<file path="src/rtl/datapath_sequencer.sv">
// Hardwired fetch/decode/execute controller for the 16-register datapath.
// Emits the full control word each cycle; state, memory wait counter and fault are registered.
module datapath_sequencer #(
  parameter logic [4:0] FS_ADD      = 5'b00010,
  parameter logic [4:0] FS_SUB      = 5'b00101,
  parameter logic [4:0] FS_AND      = 5'b01100,
  parameter logic [4:0] FS_OR       = 5'b01101,
  parameter logic [4:0] FS_XOR      = 5'b01110,
  parameter logic [4:0] FS_PASSA    = 5'b00000,
  parameter logic [4:0] FS_PASSB    = 5'b01000,
  parameter int         MEM_TIMEOUT = 8
) (
  input  logic        clock,
  input  logic        reset,
  input  logic [15:0] ir,
  input  logic [3:0]  status,
  input  logic        mem_ready,
  output logic [2:0]  NS,
  output logic [3:0]  SA,
  output logic [3:0]  SB,
  output logic [3:0]  DA,
  output logic        WR,
  output logic [4:0]  FS,
  output logic        C0,
  output logic        dp_reset,
  output logic        PCSEL,
  output logic [1:0]  PS,
  output logic        EN_ALU,
  output logic        ENADDRESS_ALU,
  output logic        IR_EN,
  output logic        ENADDRESS_PC,
  output logic        EN_PC,
  output logic        MW,
  output logic        MR,
  output logic        BSEL,
  output logic        ROM_EN,
  output logic [15:0] K,
  output logic        halted,
  output logic        fault
);

  // state  | meaning
  // RST    | one cycle of datapath reset after rst release
  // FETCH  | read ROM at PC, load IR, PC <- PC+1
  // DECODE | register selects from IR, no side effects
  // EXEC   | perform opcode; LD/ST issue address and go to MEM
  // MEM    | hold address/strobe until mem_ready or timeout
  // HALT   | idle forever, exit only via reset
  typedef enum logic [2:0] {
    ST_RST    = 3'b000,
    ST_FETCH  = 3'b001,
    ST_DECODE = 3'b010,
    ST_EXEC   = 3'b011,
    ST_MEM    = 3'b100,
    ST_HALT   = 3'b111
  } state_t;

  localparam int CW = $clog2(MEM_TIMEOUT + 1);
  localparam logic [CW-1:0] CNT_LOAD = CW'(MEM_TIMEOUT - 1);

  state_t        state_q, state_d;
  logic [CW-1:0] cnt_q, cnt_d;
  logic          fault_q, fault_d;
  logic [3:0]    op;
  logic          unused_status;

  assign op            = ir[15:12];
  assign unused_status = ^status[3:1];

  always_ff @(posedge clock or negedge reset) begin
    if (!reset) begin
      state_q <= ST_RST;
      cnt_q   <= '0;
      fault_q <= 1'b0;
    end else begin
      state_q <= state_d;
      cnt_q   <= cnt_d;
      fault_q <= fault_d;
    end
  end

  always_comb begin
    state_d       = state_q;
    cnt_d         = cnt_q;
    fault_d       = fault_q;
    NS            = state_q;
    SA            = 4'h0;
    SB            = 4'h0;
    DA            = 4'h0;
    WR            = 1'b0;
    FS            = 5'b00000;
    C0            = 1'b0;
    dp_reset      = 1'b0;
    PCSEL         = 1'b0;
    PS            = 2'b00;
    EN_ALU        = 1'b0;
    ENADDRESS_ALU = 1'b0;
    IR_EN         = 1'b0;
    ENADDRESS_PC  = 1'b0;
    EN_PC         = 1'b0;
    MW            = 1'b0;
    MR            = 1'b0;
    BSEL          = 1'b0;
    ROM_EN        = 1'b0;
    K             = {{8{ir[7]}}, ir[7:0]};
    halted        = (state_q == ST_HALT);
    fault         = fault_q;

    if (state_q inside {ST_DECODE, ST_EXEC, ST_MEM}) begin
      DA = ir[11:8];
      SA = ir[7:4];
      SB = ir[3:0];
    end

    case (state_q)
      ST_RST: begin
        dp_reset = 1'b1;
        state_d  = ST_FETCH;
      end
      ST_FETCH: begin
        ROM_EN       = 1'b1;
        ENADDRESS_PC = 1'b1;
        IR_EN        = 1'b1;
        EN_PC        = 1'b1;
        PS           = 2'b01;
        state_d      = ST_DECODE;
      end
      ST_DECODE: begin
        state_d = (op == 4'hF) ? ST_HALT : ST_EXEC;
      end
      ST_EXEC: begin
        state_d = ST_FETCH;
        case (op)
          4'h1, 4'h2, 4'h3, 4'h4, 4'h5: begin
            WR     = 1'b1;
            EN_ALU = 1'b1;
            C0     = (op == 4'h2);
            case (op)
              4'h1:    FS = FS_ADD;
              4'h2:    FS = FS_SUB;
              4'h3:    FS = FS_AND;
              4'h4:    FS = FS_OR;
              default: FS = FS_XOR;
            endcase
          end
          4'h6: begin
            BSEL   = 1'b1;
            FS     = FS_PASSB;
            EN_ALU = 1'b1;
            WR     = 1'b1;
          end
          4'h7, 4'h8: begin
            FS            = FS_PASSA;
            ENADDRESS_ALU = 1'b1;
            MR            = (op == 4'h7);
            MW            = (op == 4'h8);
            cnt_d         = CNT_LOAD;
            state_d       = ST_MEM;
          end
          4'h9:    PS = status[0] ? 2'b10 : 2'b00;
          4'hA:    PS = status[0] ? 2'b00 : 2'b10;
          4'hB: begin
            PCSEL = 1'b1;
            PS    = 2'b11;
          end
          4'hC, 4'hD, 4'hE: fault_d = 1'b1;
          default: ;
        endcase
      end
      ST_MEM: begin
        FS            = FS_PASSA;
        ENADDRESS_ALU = 1'b1;
        MR            = (op == 4'h7);
        MW            = (op == 4'h8);
        if (mem_ready) begin
          WR      = (op == 4'h7);
          state_d = ST_FETCH;
        end else if (cnt_q == '0) begin
          fault_d = 1'b1;
          state_d = ST_HALT;
        end else begin
          cnt_d = cnt_q - CW'(1);
        end
      end
      ST_HALT: ;
      default: state_d = ST_RST;
    endcase

    // Reset overrides everything combinationally so MR/MW/WR drop without a clock.
    if (!reset) begin
      NS            = 3'b000;
      SA            = 4'h0;
      SB            = 4'h0;
      DA            = 4'h0;
      WR            = 1'b0;
      FS            = 5'b00000;
      C0            = 1'b0;
      dp_reset      = 1'b1;
      PCSEL         = 1'b0;
      PS            = 2'b00;
      EN_ALU        = 1'b0;
      ENADDRESS_ALU = 1'b0;
      IR_EN         = 1'b0;
      ENADDRESS_PC  = 1'b0;
      EN_PC         = 1'b0;
      MW            = 1'b0;
      MR            = 1'b0;
      BSEL          = 1'b0;
      ROM_EN        = 1'b0;
      K             = 16'h0000;
      halted        = 1'b0;
      fault         = 1'b0;
    end
  end

endmodule

</file>
<file path="config.mk">
export PLATFORM = sky130hd
export DESIGN_NAME = datapath_sequencer
export DESIGN_NICKNAME = d
export VERILOG_FILES = /design/src/rtl/datapath_sequencer.sv
export SDC_FILE = /design/constraint.sdc
export NUM_CORES = 1
export LEC_CHECK = 0
export ABC_AREA = 1
export BUFFER_PORTS_ARGS = -buffer_cell sky130_fd_sc_hd__buf_2
export CAP_MARGIN = 25
export CORE_ASPECT_RATIO = 0.8
export CORE_MARGIN = 2
export CORE_UTILIZATION = 44
export DETAILED_ROUTE_END_ITERATION = 12
export GPL_ROUTABILITY_DRIVEN = 0
export GPL_TIMING_DRIVEN = 0
export PLACE_DENSITY = 0.95
export SKIP_CTS_REPAIR_TIMING = 1
export SYNTH_ARGS = -nofsm -noshare
export SYNTH_HDL_FRONTEND = slang
export SYNTH_SLANG_ARGS = --single-unit
</file>
<file path="constraint.sdc">
create_clock -name clock -period 2 [get_ports clock]
set_input_delay 0.2 -clock clock [delete_from_list [all_inputs] [get_ports clock]]
set_output_delay 0.2 -clock clock [all_outputs]
set_load 0.02 [all_outputs]
</file>
==> out/metrics.yaml, run 1 <==
place:
  io_buffers: 70
  dp.cells: 283
  dp.final_hpwl_um: 2313
logic_synthesis:
  synth_cells: 186
  synth_commonest_cells: "nand2_1 (51), inv_1 (44), nor2_1 (16)"
  synth_fp_nets: 210
  synth_flop_cell: "dfrtp_1"
  synth.most_common_cell: "nand2_1"
  async_flop_share_pct: 100.0
  ys_seq_area_share_pct: 18.41
  syn_avg_cell_area_um2: 5.846
  synth-seq-cells: 8
  synth-edff-count: 0
  synth_area_leaders: "dfrtp_1 (18%), nand2_1 (18%), inv_1 (15%)"
  syn_area_um2: 1087
  yosysTopAreaCell: "dfrtp_1"
  synth_top_area_share_pct: 18.41
  yosysWarnings: 0
  synth.distinct_cells: 28
power_and_ir_drop:
  ir_drop_mv: 0.2219
  power_density_nw_per_um2: 282.2
  power_uw: 424.4
  p_leak_uw: 0.001087
route:
  post_drt_wl_per_cell_um: 9.753
  wl_um: 2799
  wl_met3_um: 311
  drc: 0
  routed.top_layer: "met4"
  vias: 1320
  dr_wl_met2_um: 1316
  drt_iter0_markers: 31
  detail-route-antenna-nets: 0
  wl_met1_um: 1153
  avgViaCountPerCell: 4.599
  drt_first_pass_iters: 4
worst_hold_path:
  min_from: "mem_ready"
  hold_class: "in -> reg"
global_routing:
  grt_max_degree: 14
  grt_pass1_wl_um: 4133
  antenna_found_initial: 0
  grt-ovfl-total: 0
  grt_use_total_pct: 17.90
  grt_pass1_vias: 1005
sta:
  clock_skew_ns: 0.009398
  period_minus_slack_ns: 1.887
  finalHoldViolations: 0
  finalMaxSlewViolations: 0
  period_share_pct: 94.33
  grt_setup_unrepaired: "no"
  setup_viol: 0
  tns_ns: 0
  max_freq_mhz: 530.0
floorplanning:
  coreArea_um2: 2402
  io_pins: 76
  fp-row-count: 16
  dieArea_um2: 2887
  chipHeight_um: 48.46
  start_util_pct: 45.26
  die_w_um: 59.58
setup_path:
  crit_cells: 10
  crit_fanout: 10
  endpoint_kind: "output pin"
  crit_required_ns: 1.80
  path_buf_inv: 5
  r2r-end: "state_q[0]"
  critPathLaunch: "state_q[1]"
  r2r_slack_ns: 0.60
  cp-endpoint: "DA[0]"
  rr_worst_depth: 7
  worstSetupStartpointType: "flip-flop"
  worst_path_max_delay_cell: "dfrtp_1"
  critPathTopFamily: "buffers and inverters"
  crit_arrival_ns: 1.69
  path_cells: "buf_6 -> inv_1 -> nand2_1 -> nor2_1 -> nor2_4 -> o21ai_2 -> buf_6 -> nand2_1 -> inv_1 -> buf_2"
  crit-reg2reg-launch: "state_q[1]"
  crit_type: "reg -> out"
  cpPeakStageDelay_ns: 0.37
layout:
  regArea_um2: 200.2
  drive_above_1_share_pct: 40.00
  fin_cells: 287
  nNetsFinal: 286
  n_antenna_cell: 0
  multiInputGateArea_um2: 575.6
  fill_cells: 234
  fin_util_pct: 62.60
  syn_to_final_growth_pct: 38.32
outcome:
  outcome: "complete, no violations"
run:
  maxCapViolations: 0
clocking:
  clock-sinks: 8
  cts_tree: "built"
  cts-buffers-inserted: 3
  path_clk_slew_ns: 0.05
  worstSkewPairLatency_ns: 0.26
  cts_max_level: 1
  cts_max_path_buffers: 2
  cts-root-buf: "clkbuf_4"
-- registers in the layout (all words and copies together) (netlist names) --
signal	cells
state_q	3
fault_q	1
cnt_q	4
-- layout by cell type, fill, tap and decap left out --
master	netlist	layout
o21ai_2	1	1
nand3_1	7	7
ha_1	1	1
buf_2	0	70
a31o_2	1	1
inv_1	44	44
clkbuf_4	0	3
nor4_1	1	1
buf_4	13	13
nor2_1	16	16
a211oi_1	1	1
nor2_8	2	2
nand3_2	1	1
dfrtp_1	8	8
clkbuf_1	1	1
nor2_4	1	1
nor3_1	3	3
conb_1	1	1
nand2_1	51	51
nand4_1	3	3
o21ai_1	4	4
or2_2	1	1
nand3_4	1	1
buf_6	3	3
a21boi_2	1	1
dlygate4sd3_1	0	1
nor2_2	3	3
o21ai_0	8	8
a21oi_1	5	5
inv_2	3	3
nand3b_1	1	1
-- worst min-delay path by stage --
stage / to / slack [ns] / depth (start not counted)
after CTS: cnt_q[2] / -0.19 / 1
after global routing: state_q[1] / 0.38 / 4
after global placement: cnt_q[2] / 0.08 / 1
final: state_q[1] / 0.38 / 4
after floorplan: cnt_q[0] / -0.1 / 0
after detailed placement: cnt_q[3] / 0.08 / 1
-- where the power goes --
part	switching, µW	internal, µW
logic	85.6	52.8
clock network	55.2	68.7
registers	0	162
total	141	284
-- worst min-delay path, stage by stage --
cell and delay [ns]:
buf_2 0.11, nor2_1 0.07, nor2_1 0.09, o21ai_0 0.10
-- per-stage QoR --
stage	setup slack [ns]	area [µm²]	hold WS, ns
5_1_grt	0.008150	1504	0.3817
2_1_floorplan	0.3158	1087	-0.09559
3_5_place_dp	0.3803	1471	0.08246
4_1_cts	0.1104	1494	-0.1924
6_report	0.1133	1504	0.3820
3_3_place_gp	0.3947	1471	0.08103
-- cell families after synthesis --
group                    after synthesis  synth area share, %
AO/OA/AOI/OAI                         21                11.16
other                                  1               0.3449
flip-flops                             8                18.41
buffers and inverters                 64                28.65
adder cells (fa/ha/maj)                1                1.151
AND/OR/NAND/NOR                       91                40.28
-- per-layer routing --
layer / up-vias / track usage [%]
met3: 4 / 4.278
li1: 688 / -
met4: 0 / 1.111
met1: 560 / 23.87
met5: - / 0
met2: 68 / 30.59
-- cell type report --
class,count,share of cell area [%]
timing repair buffer,71,23.96
buffer,17,8.985
clock buffer,3,1.498
multi-input combinational,114,38.27
inverter,47,11.73
sequential,8,13.31
tap,27,2.246
(Power assumes the default switching activity.)
==> run 2, diff against run 1 <==
--- a/config.mk
+++ b/config.mk
@@ -10,12 +10,12 @@
 export CAP_MARGIN = 25
 export CORE_ASPECT_RATIO = 0.8
 export CORE_MARGIN = 2
-export CORE_UTILIZATION = 44
+export CORE_UTILIZATION = 46
+export CTS_BUF_LIST = sky130_fd_sc_hd__clkbuf_4 sky130_fd_sc_hd__clkbuf_8
 export DETAILED_ROUTE_END_ITERATION = 12
 export GPL_ROUTABILITY_DRIVEN = 0
 export GPL_TIMING_DRIVEN = 0
 export PLACE_DENSITY = 0.95
-export SKIP_CTS_REPAIR_TIMING = 1
 export SYNTH_ARGS = -nofsm -noshare
 export SYNTH_HDL_FRONTEND = slang
 export SYNTH_SLANG_ARGS = --single-unit
==> run 2 against run 1 <==
Net effect: utilization increased by 5.9 points; largest cell class unchanged; non-clock buffer count unchanged; sequential share of layout area unchanged; routed wire length increased by 3.3%; sequential cell count unchanged; first-iteration DRC count increased by 130%; clock skew decreased by 0.0061 ns; count of clock-buffer cells in the layout unchanged; die area decreased by 4.0%; global-route usage increased by 2.5 points; register-to-register slack improved by 0.04 ns.
==> out/metrics.yaml, run 2 (synthesis gave the netlist of run 1 again) <==
layout:
  n_antenna_cell: 0  # unchanged
  most-common-layout-cells: "buf_2 (70), nand2_1 (51), inv_1 (44)"
  fin_util_pct: 68.49  # +5.9 points
  drive_above_1_share_pct: 40.38  # +0.38 points
  top_register: "cnt_q"
  syn_to_final_growth_pct: 38.32  # unchanged
  nNetsFinal: 286  # unchanged
  largest_reg_flops: 4  # unchanged
  largestRegisters: "cnt_q x4, state_q x3, fault_q x1"
  mostFrequentLayoutCell: "buf_2"
global_routing:
  antenna_found_initial: 0  # unchanged
  grt_pass1_vias: 1049  # +4.4%
  grt_pass1_wl_um: 4333  # +4.8%
  grt_use_total_pct: 20.36  # +2.5 points
  grt_max_degree: 11  # -3
  grt-ovfl-total: 0  # unchanged
power_and_ir_drop:
  power_density_nw_per_um2: 283.5  # +0.46%
  ir_drop_mv: 0.2325  # +4.8%
  p_leak_uw: 0.001087  # about the same
run:
  maxCapViolations: 0  # unchanged
sta:
  setup_viol: 0  # unchanged
  max_freq_mhz: 542.0  # +2.3%
  period_share_pct: 92.26  # -2.1 points
  finalMaxSlewViolations: 0  # unchanged
  clock_skew_ns: 0.003252  # -0.006146 ns
  period_minus_slack_ns: 1.845  # -0.04155 ns
  finalHoldViolations: 0  # unchanged
  tns_ns: 0  # unchanged
  grt_setup_unrepaired: "no"
worst_hold_path:
  min_from: "mem_ready"
  whs_endpoint: "state_q[1]"
  hold_class: "in -> reg"
  worstHoldPathCells: 4  # unchanged
route:
  wl_um: 2890  # +3.3%
  drc: 0  # unchanged
  post_drt_wl_per_cell_um: 10.14  # +4.0%
  detail-route-antenna-nets: 0  # unchanged
  drt_first_pass_iters: 4  # unchanged
  vias: 1316  # -0.30%
  drt_iter0_markers: 72  # +130%
  avgViaCountPerCell: 4.618  # +0.40%
floorplanning:
  coreArea_um2: 2196  # -8.6%
  die_w_um: 58.36  # -2.0%
  fp-row-count: 15  # -1
  dieArea_um2: 2771  # -4.0%
  start_util_pct: 49.52  # +4.3 points
  chipHeight_um: 47.49  # -2.0%
  io_pins: 76  # unchanged
setup_path:
  critPathTopFamily: "buffers and inverters"
  path_buf_inv: 5  # unchanged
  crit-reg2reg-launch: "cnt_q[0]"
  crit_arrival_ns: 1.65  # -0.04 ns
  crit_required_ns: 1.80  # about the same
  path_cells: "buf_4 -> nor2_2 -> inv_2 -> nor2_8 -> nor2_4 -> o21ai_2 -> buf_6 -> nand2_1 -> inv_1 -> buf_2"
  worst_path_max_delay_cell: "dfrtp_1"
  endpoint_kind: "output pin"
  crit_fanout: 10  # unchanged
  worstSetupStartpointType: "flip-flop"
  rr_worst_depth: 7  # unchanged
  r2r-end: "cnt_q[1]"
  cpPeakStageDelay_ns: 0.35  # -0.02 ns
  crit_type: "reg -> out"
  r2r_slack_ns: 0.64  # +0.04 ns
clocking:
  cts_max_level: 1  # unchanged
  cts_max_path_buffers: 2  # unchanged
  path_clk_slew_ns: 0.05  # about the same
  cts-root-buf: "clkbuf_4"
  cts_tree: "built"
  cts-buffers-inserted: 3  # unchanged
  clock-sinks: 8  # unchanged
  worstSkewPairLatency_ns: 0.26  # about the same
place:
  io_buffers: 70  # unchanged
  dp.final_hpwl_um: 2452  # +6.0%
outcome:
  outcome: "complete, no violations"
==> run 2: changes by cell type in the layout (fill, tap and decap cells not counted) <==
cell	change
nor2_1	-1
nor2_2	+1
==> run 2: layer usage <==
layer  up-vias  share of wire [%]  GRT usage (%)  routed length, µm
met3         6                8.1          3.243                233
met2        59                 47          36.18               1354
met1       558                 43          25.33               1252
met5         -                  0              0                  0
li1        693                  -              -                  -
met4         0                1.8          8.372                 51
==> run 2: final cells by class <==
cell class	instances	area, µm²
buffer	17	135.1
clock buffer	3	22.52
fill	200	691.9
inverter	47	176.4
multi-input combinational	114	578.1
sequential	8	200.2
tap	25	31.28
timing repair buffer	71	360.3
==> run 2: worst max-delay path by stage <==
| stage | slack [ns] | from | endpoint | cells after the start |
|---|---|---|---|---|
| global placement | 0.40 | reset | SA[2] | 9 |
| CTS | 0.09 | state_q[1] | DA[2] | 10 |
| detailed placement | 0.34 | reset | K[10] | 6 |
| global route | 0.02 | state_q[2] | SB[1] | 8 |
| floorplan | 0.32 | state_q[2] | FS[1] | 6 |
| finish | 0.15 | state_q[2] | SB[0] | 10 |
==> run 2: power breakdown <==
group / internal (µW) / switching, µW
clock: 68.8 / 57.2
combinational: 52.8 / 85.6
sequential: 162 / 0
==> run 2: tightest hold or removal path, stage by stage <==
cell	delay [ns]
buf_2	0.10
nor2_1	0.06
nor2_1	0.09
o21ai_0	0.08
==> run 2: repair_timing <==
action | in CTS | in global routing
hold endpoints to repair | 8 | 0
resized for setup | 0 | 1
hold buffers | 1 | 0
endpoints found under the setup margin | 0 | 10
setup buffers | 0 | 0
==> run 2: through the flow <==
step | hold slack (ns) | worst slack, ns | total power (µW) | cells | cell area, µm²
after global routing | 0.3367 | 0.02292 | 448.3 | 285 | 1504
after detailed placement | 0.07590 | 0.3379 | 301.4 | 281 | 1469
after floorplan | -0.09559 | 0.3158 | 247.2 | 186 | 1087
after CTS | 0.2916 | 0.09102 | 429.9 | 285 | 1501
after global placement | 0.07644 | 0.3967 | 298.9 | 281 | 1469
final | 0.3091 | 0.1549 | 426.3 | 285 | 1504
==> run 3, diff against run 2 <==
--- a/config.mk
+++ b/config.mk
@@ -8,7 +8,6 @@
 export ABC_AREA = 1
 export BUFFER_PORTS_ARGS = -buffer_cell sky130_fd_sc_hd__buf_2
 export CAP_MARGIN = 25
-export CORE_ASPECT_RATIO = 0.8
 export CORE_MARGIN = 2
 export CORE_UTILIZATION = 46
 export CTS_BUF_LIST = sky130_fd_sc_hd__clkbuf_4 sky130_fd_sc_hd__clkbuf_8
==> run 3 against run 2 <==
Net effect: clock power barely moved; setup slack got worse by 0.030 ns; global-route usage rose by 0.76 points; sequential cell count did not move; die area barely moved; final cell count rose by 1.1%; critical endpoint is now SA[0].
==> out/metrics.yaml, run 3 (synthesis gave the netlist of run 1 again) <==
worst_hold_path:
  whs_endpoint: "state_q[1]"
  min_from: "mem_ready"
  hold_class: "in -> reg"
  worstHoldPathCells: 4  # unchanged
floorplanning:
  fp-row-count: 17  # +2
  chipHeight_um: 52.62  # +11%
  coreArea_um2: 2233  # +1.7%
  io_pins: 76  # unchanged
  dieArea_um2: 2768  # about the same
  die_w_um: 52.62  # -9.8%
  start_util_pct: 48.68  # -0.83 points
layout:
  mostFrequentLayoutCell: "buf_2"
  nNetsFinal: 286  # unchanged
  largest_reg_flops: 4  # unchanged
  largestRegisters: "cnt_q x4, state_q x3, fault_q x1"
  top_register: "cnt_q"
  drive_above_1_share_pct: 40.38  # unchanged
  fin_cells: 288  # +1.1%
  syn_to_final_growth_pct: 38.67
  n_antenna_cell: 0  # unchanged
  most-common-layout-cells: "buf_2 (70), nand2_1 (51), inv_1 (44)"
setup_path:
  r2r-end: "state_q[0]"
  crit_type: "reg -> out"
  rr_worst_depth: 7  # unchanged
  crit_required_ns: 1.80  # about the same
  crit_fanout: 10  # unchanged
  crit_arrival_ns: 1.68  # +0.03 ns
  endpoint_kind: "output pin"
  r2r_slack_ns: 0.59  # -0.05 ns
  crit-reg2reg-launch: "state_q[1]"
  worstSetupStartpointType: "flip-flop"
sta:
  period_share_pct: 93.76  # +1.5 points
  setup_viol: 0  # unchanged
  clock_skew_ns: 0.005929  # +0.002677 ns
  max_freq_mhz: 533.3  # -1.6%
  tns_ns: 0  # unchanged
  period_minus_slack_ns: 1.875  # +0.03009 ns
  finalMaxSlewViolations: 0  # unchanged
  grt_setup_unrepaired: "no"
  finalHoldViolations: 0  # unchanged
  finalWorstSetupSlack_ns: 0.1248  # -0.03009 ns
route:
  avgViaCountPerCell: 4.667  # +1.1%
  detail-route-antenna-nets: 0  # unchanged
  drc: 0  # unchanged
  wl_um: 2910  # +0.69%
  vias: 1344  # +2.1%
  drt_iter0_markers: 34  # -53%
  drt_first_pass_iters: 4  # unchanged
  post_drt_wl_per_cell_um: 10.10  # -0.36%
clocking:
  cts_max_level: 1  # unchanged
  clock-sinks: 8  # unchanged
  cts_tree: "built"
  cts-root-buf: "clkbuf_4"
  cts_max_path_buffers: 2  # unchanged
  path_clk_slew_ns: 0.06  # about the same
  cts_setup_buffers: 0  # unchanged
  cts-buffers-inserted: 3  # unchanged
  worstSkewPairLatency_ns: 0.26  # about the same
power_and_ir_drop:
  power_density_nw_per_um2: 283.4  # about the same
  p_leak_uw: 0.001087  # unchanged
  ir_drop_mv: 0.2029  # -13%
run:
  maxCapViolations: 0  # unchanged
global_routing:
  grt_use_total_pct: 21.12  # +0.76 points
  grt_pass1_wl_um: 4471  # +3.2%
  grt_pass1_vias: 1069  # +1.9%
  grt_max_degree: 11  # unchanged
  grt-ovfl-total: 0  # unchanged
  antenna_found_initial: 0  # unchanged
outcome:
  outcome: "complete, no violations"
place:
  dp.final_hpwl_um: 2378  # -3.0%
  place_worst_setup_slack_ns: 0.3844  # +0.04653 ns
  io_buffers: 70  # unchanged
  dp.cells: 284  # +1.1%
[run 3: per-layer routing]
layer  GRT usage (%)  part of all wire (%)
met5               0                     0
met4           6.410                   1.6
met3           3.714                   9.5
met2           38.75                    49
met1           24.52                    39
[run 3: area by class of cell]
class	count	area [µm²]
plain buffers	17	135.1
inverters	47	176.4
flip-flops and latches	8	200.2
well taps	28	35.03
fillers	202	725.7
repair buffers	71	360.3
clock buffers	3	22.52
multi-input cells	114	578.1
[run 3: critical path, cell delays in order, from the launching register on]
cell     delay [ns]
dfrtp_1        0.36
buf_4          0.16
inv_1          0.11
nand3_1        0.14
o21ai_2        0.22
buf_6          0.16
nand2_1        0.06
inv_1          0.05
buf_2          0.16
[run 3: how the worst max path moves through the flow]
stage | startpoint | endpoint | slack [ns] | depth (start not counted)
floorplan | state_q[2] | FS[1] | 0.32 | 6
global placement | reset | SB[0] | 0.40 | 9
detailed placement | state_q[1] | SB[0] | 0.38 | 10
CTS | state_q[1] | SB[0] | 0.10 | 10
global route | state_q[2] | SA[0] | 0.005 | 8
finish | state_q[2] | SA[0] | 0.12 | 8
[run 3: what timing repair did]
action | in CTS | in global routing
hold endpoints to repair | 8 | 0
setup endpoints to repair | 0 | 8
hold buffers | 1 | 0
gates resized for setup | 0 | 1
[run 3: metrics by stage]
stage	hold slack [ns]	area [µm²]	utilization (%)	power (µW)
detailed placement	0.08000	1473	65.94	300.4
global placement	0.07763	1473	65.94	298.3
CTS	0.3140	1505	67.40	426.9
floorplan	-0.09559	1087	-	247.2
global route	0.3464	1508	67.51	441.8
finish	0.3122	1508	67.51	427.2
[run 3: report_power, final]
part	leakage [µW]	internal [µW]	switching (µW)
combinational	0.000982	52.8	85.4
clock	0.0000138	68.9	58.2
sequential	0.0000909	162	0
